[src/rtl/fp_cmp_pkg.sv]
// Shared definitions for the fp_cmp_pipe comparator: op codes, operand classes
// and the canonical quiet-NaN builder.
package fp_cmp_pkg;

   localparam logic [2:0] OP_GT  = 3'd0;
   localparam logic [2:0] OP_GE  = 3'd1;
   localparam logic [2:0] OP_LT  = 3'd2;
   localparam logic [2:0] OP_LE  = 3'd3;
   localparam logic [2:0] OP_EQ  = 3'd4;
   localparam logic [2:0] OP_NE  = 3'd5;
   localparam logic [2:0] OP_MAX = 3'd6;
   localparam logic [2:0] OP_MIN = 3'd7;

   typedef enum logic [2:0] {
      CLS_ZERO,
      CLS_DEN,
      CLS_NORM,
      CLS_INF,
      CLS_NAN
   } cls_e;

   localparam int QNAN_MAX_W = 128;

   // {0, all-ones exponent, mantissa MSB set, rest zero}; callers slice to their width.
   function automatic logic [QNAN_MAX_W-1:0] qnan_bits(input int exp_w, input int man_w);
      logic [QNAN_MAX_W-1:0] r;
      r = '0;
      for (int i = 0; i < QNAN_MAX_W; i++) begin
         if (i >= man_w - 1 && i < man_w + exp_w) r[i] = 1'b1;
      end
      return r;
   endfunction

endpackage

[src/rtl/fp_cmp_classify.sv]
// Operand classifier: decodes zero/denormal/normal/inf/NaN and, when
// FP_CMP_DAZ_EN is defined, flushes denormals to a signed zero.
module fp_cmp_classify
   import fp_cmp_pkg::*;
#(
   parameter  int EXP_W = 8,
   parameter  int MAN_W = 23,
   localparam int W     = 1 + EXP_W + MAN_W
) (
   input  logic [W-1:0] value,
   output cls_e         cls,
   output logic [W-1:0] value_adj
);

   logic [EXP_W-1:0] exp_f;
   logic [MAN_W-1:0] man_f;

   assign exp_f = value[W-2:MAN_W];
   assign man_f = value[MAN_W-1:0];

   always_comb begin
      cls       = CLS_NORM;
      value_adj = value;
      if (exp_f == '0) begin
         cls = (man_f == '0) ? CLS_ZERO : CLS_DEN;
      end else if (&exp_f) begin
         cls = (man_f == '0) ? CLS_INF : CLS_NAN;
      end
`ifdef FP_CMP_DAZ_EN
      if (exp_f == '0 && man_f != '0) begin
         cls       = CLS_ZERO;
         value_adj = {value[W-1], {(W-1){1'b0}}};
      end
`else
`endif
   end

endmodule

[src/rtl/fp_cmp_pipe.sv]
// Two-stage pipelined floating-point comparator / min-max with valid-ready
// handshake. Define FP_CMP_DAZ_EN to treat denormal inputs as signed zero.
module fp_cmp_pipe
   import fp_cmp_pkg::*;
#(
   parameter  int EXP_W = 8,
   parameter  int MAN_W = 23,
   localparam int W     = 1 + EXP_W + MAN_W
) (
   input  logic         clk,
   input  logic         rst_n,
   input  logic         in_valid,
   output logic         in_ready,
   input  logic [W-1:0] in_a,
   input  logic [W-1:0] in_b,
   input  logic [2:0]   in_op,
   output logic         out_valid,
   input  logic         out_ready,
   output logic         out_flag,
   output logic [W-1:0] out_val,
   output logic         out_unord
);

   localparam logic [W-1:0] QNAN = W'(qnan_bits(EXP_W, MAN_W));

   cls_e         cls_a, cls_b;
   logic [W-1:0] adj_a, adj_b;

   fp_cmp_classify #(.EXP_W(EXP_W), .MAN_W(MAN_W)) u_cls_a (
      .value     (in_a),
      .cls       (cls_a),
      .value_adj (adj_a)
   );

   fp_cmp_classify #(.EXP_W(EXP_W), .MAN_W(MAN_W)) u_cls_b (
      .value     (in_b),
      .cls       (cls_b),
      .value_adj (adj_b)
   );

   logic         s1_valid;
   logic [W-1:0] s1_a, s1_b;
   logic [2:0]   s1_op;
   cls_e         s1_cls_a, s1_cls_b;
   logic         s1_adv, s2_adv;

   assign s2_adv   = !out_valid || out_ready;
   assign s1_adv   = !s1_valid || s2_adv;
   assign in_ready = s1_adv;

   always_ff @(posedge clk or negedge rst_n) begin
      if (!rst_n) begin
         s1_valid <= 1'b0;
         s1_a     <= '0;
         s1_b     <= '0;
         s1_op    <= OP_GT;
         s1_cls_a <= CLS_ZERO;
         s1_cls_b <= CLS_ZERO;
      end else if (s1_adv) begin
         s1_valid <= in_valid;
         if (in_valid) begin
            s1_a     <= adj_a;
            s1_b     <= adj_b;
            s1_op    <= in_op;
            s1_cls_a <= cls_a;
            s1_cls_b <= cls_b;
         end
      end
   end

   logic         a_nan, b_nan, unord, both_zero;
   logic         a_lt_b, a_eq_b, a_gt_b, is_max;
   logic         nx_flag;
   logic [W-1:0] nx_val, sel;

   assign a_nan     = (s1_cls_a == CLS_NAN);
   assign b_nan     = (s1_cls_b == CLS_NAN);
   assign unord     = a_nan || b_nan;
   assign both_zero = (s1_cls_a == CLS_ZERO) && (s1_cls_b == CLS_ZERO);
   assign is_max    = (s1_op == OP_MAX);

   // Ordering ignores NaN; those cases are overridden by unord below.
   always_comb begin
      a_eq_b = both_zero || (s1_a == s1_b);
      if (both_zero)
         a_lt_b = 1'b0;
      else if (s1_a[W-1] != s1_b[W-1])
         a_lt_b = s1_a[W-1];
      else if (s1_a[W-1])
         a_lt_b = (s1_a[W-2:0] > s1_b[W-2:0]);
      else
         a_lt_b = (s1_a[W-2:0] < s1_b[W-2:0]);
      a_gt_b = !a_lt_b && !a_eq_b;
   end

   always_comb begin
      sel = s1_a;
      if (a_nan && b_nan)
         sel = QNAN;
      else if (a_nan)
         sel = s1_b;
      else if (b_nan)
         sel = s1_a;
      else if (both_zero)
         sel = ((is_max ? !s1_a[W-1] : s1_a[W-1])) ? s1_a : s1_b;
      else if (a_eq_b)
         sel = s1_a;
      else
         sel = (is_max ? a_gt_b : a_lt_b) ? s1_a : s1_b;
   end

   always_comb begin
      nx_flag = 1'b0;
      nx_val  = '0;
      case (s1_op)
         OP_GT:   nx_flag = !unord && a_gt_b;
         OP_GE:   nx_flag = !unord && (a_gt_b || a_eq_b);
         OP_LT:   nx_flag = !unord && a_lt_b;
         OP_LE:   nx_flag = !unord && (a_lt_b || a_eq_b);
         OP_EQ:   nx_flag = !unord && a_eq_b;
         OP_NE:   nx_flag = unord || !a_eq_b;
         default: nx_val  = sel;
      endcase
   end

   always_ff @(posedge clk or negedge rst_n) begin
      if (!rst_n) begin
         out_valid <= 1'b0;
         out_flag  <= 1'b0;
         out_val   <= '0;
         out_unord <= 1'b0;
      end else if (s2_adv) begin
         out_valid <= s1_valid;
         if (s1_valid) begin
            out_flag  <= nx_flag;
            out_val   <= nx_val;
            out_unord <= unord;
         end
      end
   end

endmodule
[config.mk]
export PLATFORM = sky130hd
export DESIGN_NAME = fp_cmp_pipe
export DESIGN_NICKNAME = d
export VERILOG_FILES = /design/src/rtl/fp_cmp_pkg.sv /design/src/rtl/fp_cmp_classify.sv /design/src/rtl/fp_cmp_pipe.sv
export SDC_FILE = /design/constraint.sdc
export NUM_CORES = 1
export LEC_CHECK = 0
export BUFFER_PORTS_ARGS = -buffer_cell sky130_fd_sc_hd__buf_2
export CAP_MARGIN = 0
export CORE_MARGIN = 2
export CORE_UTILIZATION = 50
export CTS_CLUSTER_SIZE = 30
export DETAILED_ROUTE_END_ITERATION = 7
export PLACE_DENSITY_LB_ADDON = 0.05
export SYNTH_ARGS = -nofsm -noshare
export SYNTH_HDL_FRONTEND = slang
export SYNTH_SLANG_ARGS = --single-unit
export TNS_END_PERCENT = 20
[constraint.sdc]
create_clock -name clk -period 2.7 [get_ports clk]
set_input_delay 0.27 -clock clk [delete_from_list [all_inputs] [get_ports clk]]
set_output_delay 0.27 -clock clk [all_outputs]
set_load 0.005 [all_outputs]
==> results_dict.tcl <==
set metrics [dict create \
    relSlewSlack_pct 51.4 \
    drive_gt1_share_pct 42.6 \
    wl_um 15100 \
    crit_path_start_kind "register" \
    worstSkewPairLatency_ps 360 \
    synth_area_mm2 0.00564 \
    syn-instance-count 501 \
    synth_warnings 0 \
    slew_viol_final 0 \
    reg2regPathDepth 11 \
    crit_family "compound AO/OA/AOI/OAI gates" \
    crit_cells 11 \
    drc 0 \
    pin_count 107 \
    p_per_area_mw_per_mm2 711 \
    crit_type "reg -> reg" \
    antenna_found_initial 0 \
    synth-async-reset-ratio_pct 100 \
    slowest_stage "nor4_4" \
    rsz0062_at_grt "yes" \
    wl_per_cell_um 18.6 \
    syn-mean-instance-area_um2 11.3 \
    worst_pin_slew_ps 727 \
    clock-root-buffer "clkbuf_16" \
    setup_viol 32 \
    final_antenna_net_count 0 \
    grt_pass1_wl_um 23800 \
    post-dp-hpwl_um 10400 \
    place_area_mm2 0.00674 \
    core-area_mm2 0.0109 \
    r2r_slack_ps -170 \
    place_congestion 0.875 \
    synth.distinct_cells 50 \
    grt_pass1_vias 4643 \
    clockBufferDepth 2 \
    period_needed_ps 2870 \
    slowest_delay_ps 420 \
    portBuffers 106 \
    violations "hold timing, setup timing" \
    final_area_mm2 0.00730 \
    finalHoldViolCount 21 \
    final_nets 768 \
    cts_buffers 9 \
    crit_fanout 4 \
    synth_edf_count 0 \
    clk_pin_slew_ps 70 \
    status "complete, but fails checks" \
    first_pass_iters 4 \
    path_cells "inv_1 -> ha_1 -> nand4_2 -> nor4_4 -> buf_4 -> o41a_1 -> o21a_1 -> o211a_4 -> nor2_4 -> buf_4 -> a221o_1" \
    antenna_cells 0 \
    cts_max_level 3 \
    skew_ps 11.9 \
    post-route-util_pct 66.8 \
    final_cell_mix "109 x dfrtp_1, 105 x buf_2, 68 x mux2_2" \
    leakage_nw 3.51 \
    synth-seq-cells 109 \
    seq_area_frac_synth_pct 48.4 \
    crit_arrival_ps 3110 \
    fin_ws_ps -175 \
    synthFlopType "dfrtp_1" \
    grt_overflow 0 \
    setup-tns-final_ps -3780 \
    die-area_mm2 0.0121 \
    syn_nets 603 \
    final_common_cell "dfrtp_1" \
    initial_utilization_pct 51.6 \
    whs_ps -28.0 \
    end_kind "register" \
    crit_top_cell "buf_4" \
    grt_use_total_pct 26.4 \
    critPathBufInv 3 \
    die_h_um 110 \
    hp-class "in -> async" \
    fmax_mhz 348 \
    area_growth_pct 29.5 \
    numClockSinks 109 \
    drtIter0Drc 293 \
    die_w_um 110 \
    cap_violations 0 \
    rows 38 \
    grt_max_degree 110 \
    num_vias 4653 \
    cts_tree "done" \
    fin_crit_sh_pct 106 \
    required_ps 2940 \
    max-vdd-ir-drop_mv 0.746 \
    viasPerCell 5.74 \
]
==> per-layer routing <==
layer / vias up / share of wire [%] / track usage, %
li1: 2190 / - / -
met1: 2300 / 45 / 35.5
met2: 135 / 48 / 42.4
met3: 28 / 5.3 / 5.58
met4: 0 / 1.9 / 9.29
met5: - / 0 / 0
==> Yosys cell counts, drive strengths merged (16+ instances only) <==
master / instances / area, um^2
nand3: 18 / 90.1
ha: 31 / 388
a221o: 22 / 223
nor2: 23 / 101
and2: 23 / 144
nand4: 16 / 106
dfrtp: 109 / 2730
o21ai: 21 / 105
inv: 32 / 120
mux2: 68 / 766
a21oi: 17 / 88.8
nand2: 35 / 131
==> logic make-up (layout without fill, tap and decap cells) <==
family / after synthesis / in the layout / synth area share (%)
AO/OA/AOI/OAI: 90 / 90 / 12.3
AND/OR/NAND/NOR: 146 / 147 / 14.0
multiplexers: 71 / 71 / 14.1
XOR/XNOR: 3 / 3 / 0.466
adder cells (fa/ha/maj): 31 / 31 / 6.88
flip-flops: 109 / 109 / 48.4
buffers and inverters: 51 / 220 / 3.82
==> power breakdown <==
| part | internal (W) | total (W) | switching [W] |
|---|---|---|---|
| Clock | 0.000959 | 0.00158 | 0.000622 |
| Combinational | 0.000782 | 0.00152 | 0.000738 |
| Sequential | 0.00190 | 0.00209 | 0.000188 |
| Total | 0.00364 | 0.00519 | 0.00155 |
==> worst register-to-register path, cell delays in order, from the launching register on <==
cell and delay (ps):
dfrtp_1 380, inv_1 60, ha_1 330, nand4_2 180, nor4_4 420, buf_4 180, o41a_1 220, o21a_1 240
o211a_4 230, nor2_4 50, buf_4 160, a221o_1 310
==> repair_timing <==
action                                  CTS  global route
resized for setup                        18             6
setup buffers                             6             2
gates cloned                              1             0
pin swaps                                12            12
endpoints found under the setup margin   32            32
hold endpoints to repair                  0             0
hold buffers                              0             0
==> state kept, by name, summed over array words and instances (netlist names) <==
name / cells
s1_b: 32
s1_op: 3
s1_a: 32
s1_cls_b: 3
out_flag: 1
out_valid: 1
s1_cls_a: 3
s1_valid: 1
out_val: 32
out_unord: 1
==> metrics by stage <==
stage	hold WS [ps]	std cells	worst slack [ps]	power [W]
after floorplan	-25.6	501	28.8	0.00285
after global placement	397	786	-234	0.00345
after detailed placement	403	786	-365	0.00349
after CTS	16.7	809	-184	0.00518
after global routing	29.8	811	-291	0.00546
final	-28.0	811	-175	0.00519
==> final timing paths <==
kind / start / end
worst max-delay path: s1_b[29] / out_val[18]
worst min-delay path: rst_n / out_val[9]
worst max register to register: s1_b[29] / out_val[18]
worst min register to register: out_val[28] / out_val[28]
max in group asynchronous: rst_n / out_val[23]
min in group clk: in_valid / s1_valid
==> layout make-up <==
type / instances / area, um^2
Clock buffer: 11 / 253
Clock inverter: 5 / 106
Fill cell: 879 / 3630
Inverter: 32 / 120
Multi-Input combinational cell: 342 / 2840
Sequential cell: 109 / 2730
Tap cell: 140 / 175
Timing Repair Buffer: 172 / 1080
No activity file was read; power rests on OpenSTA's default activity.
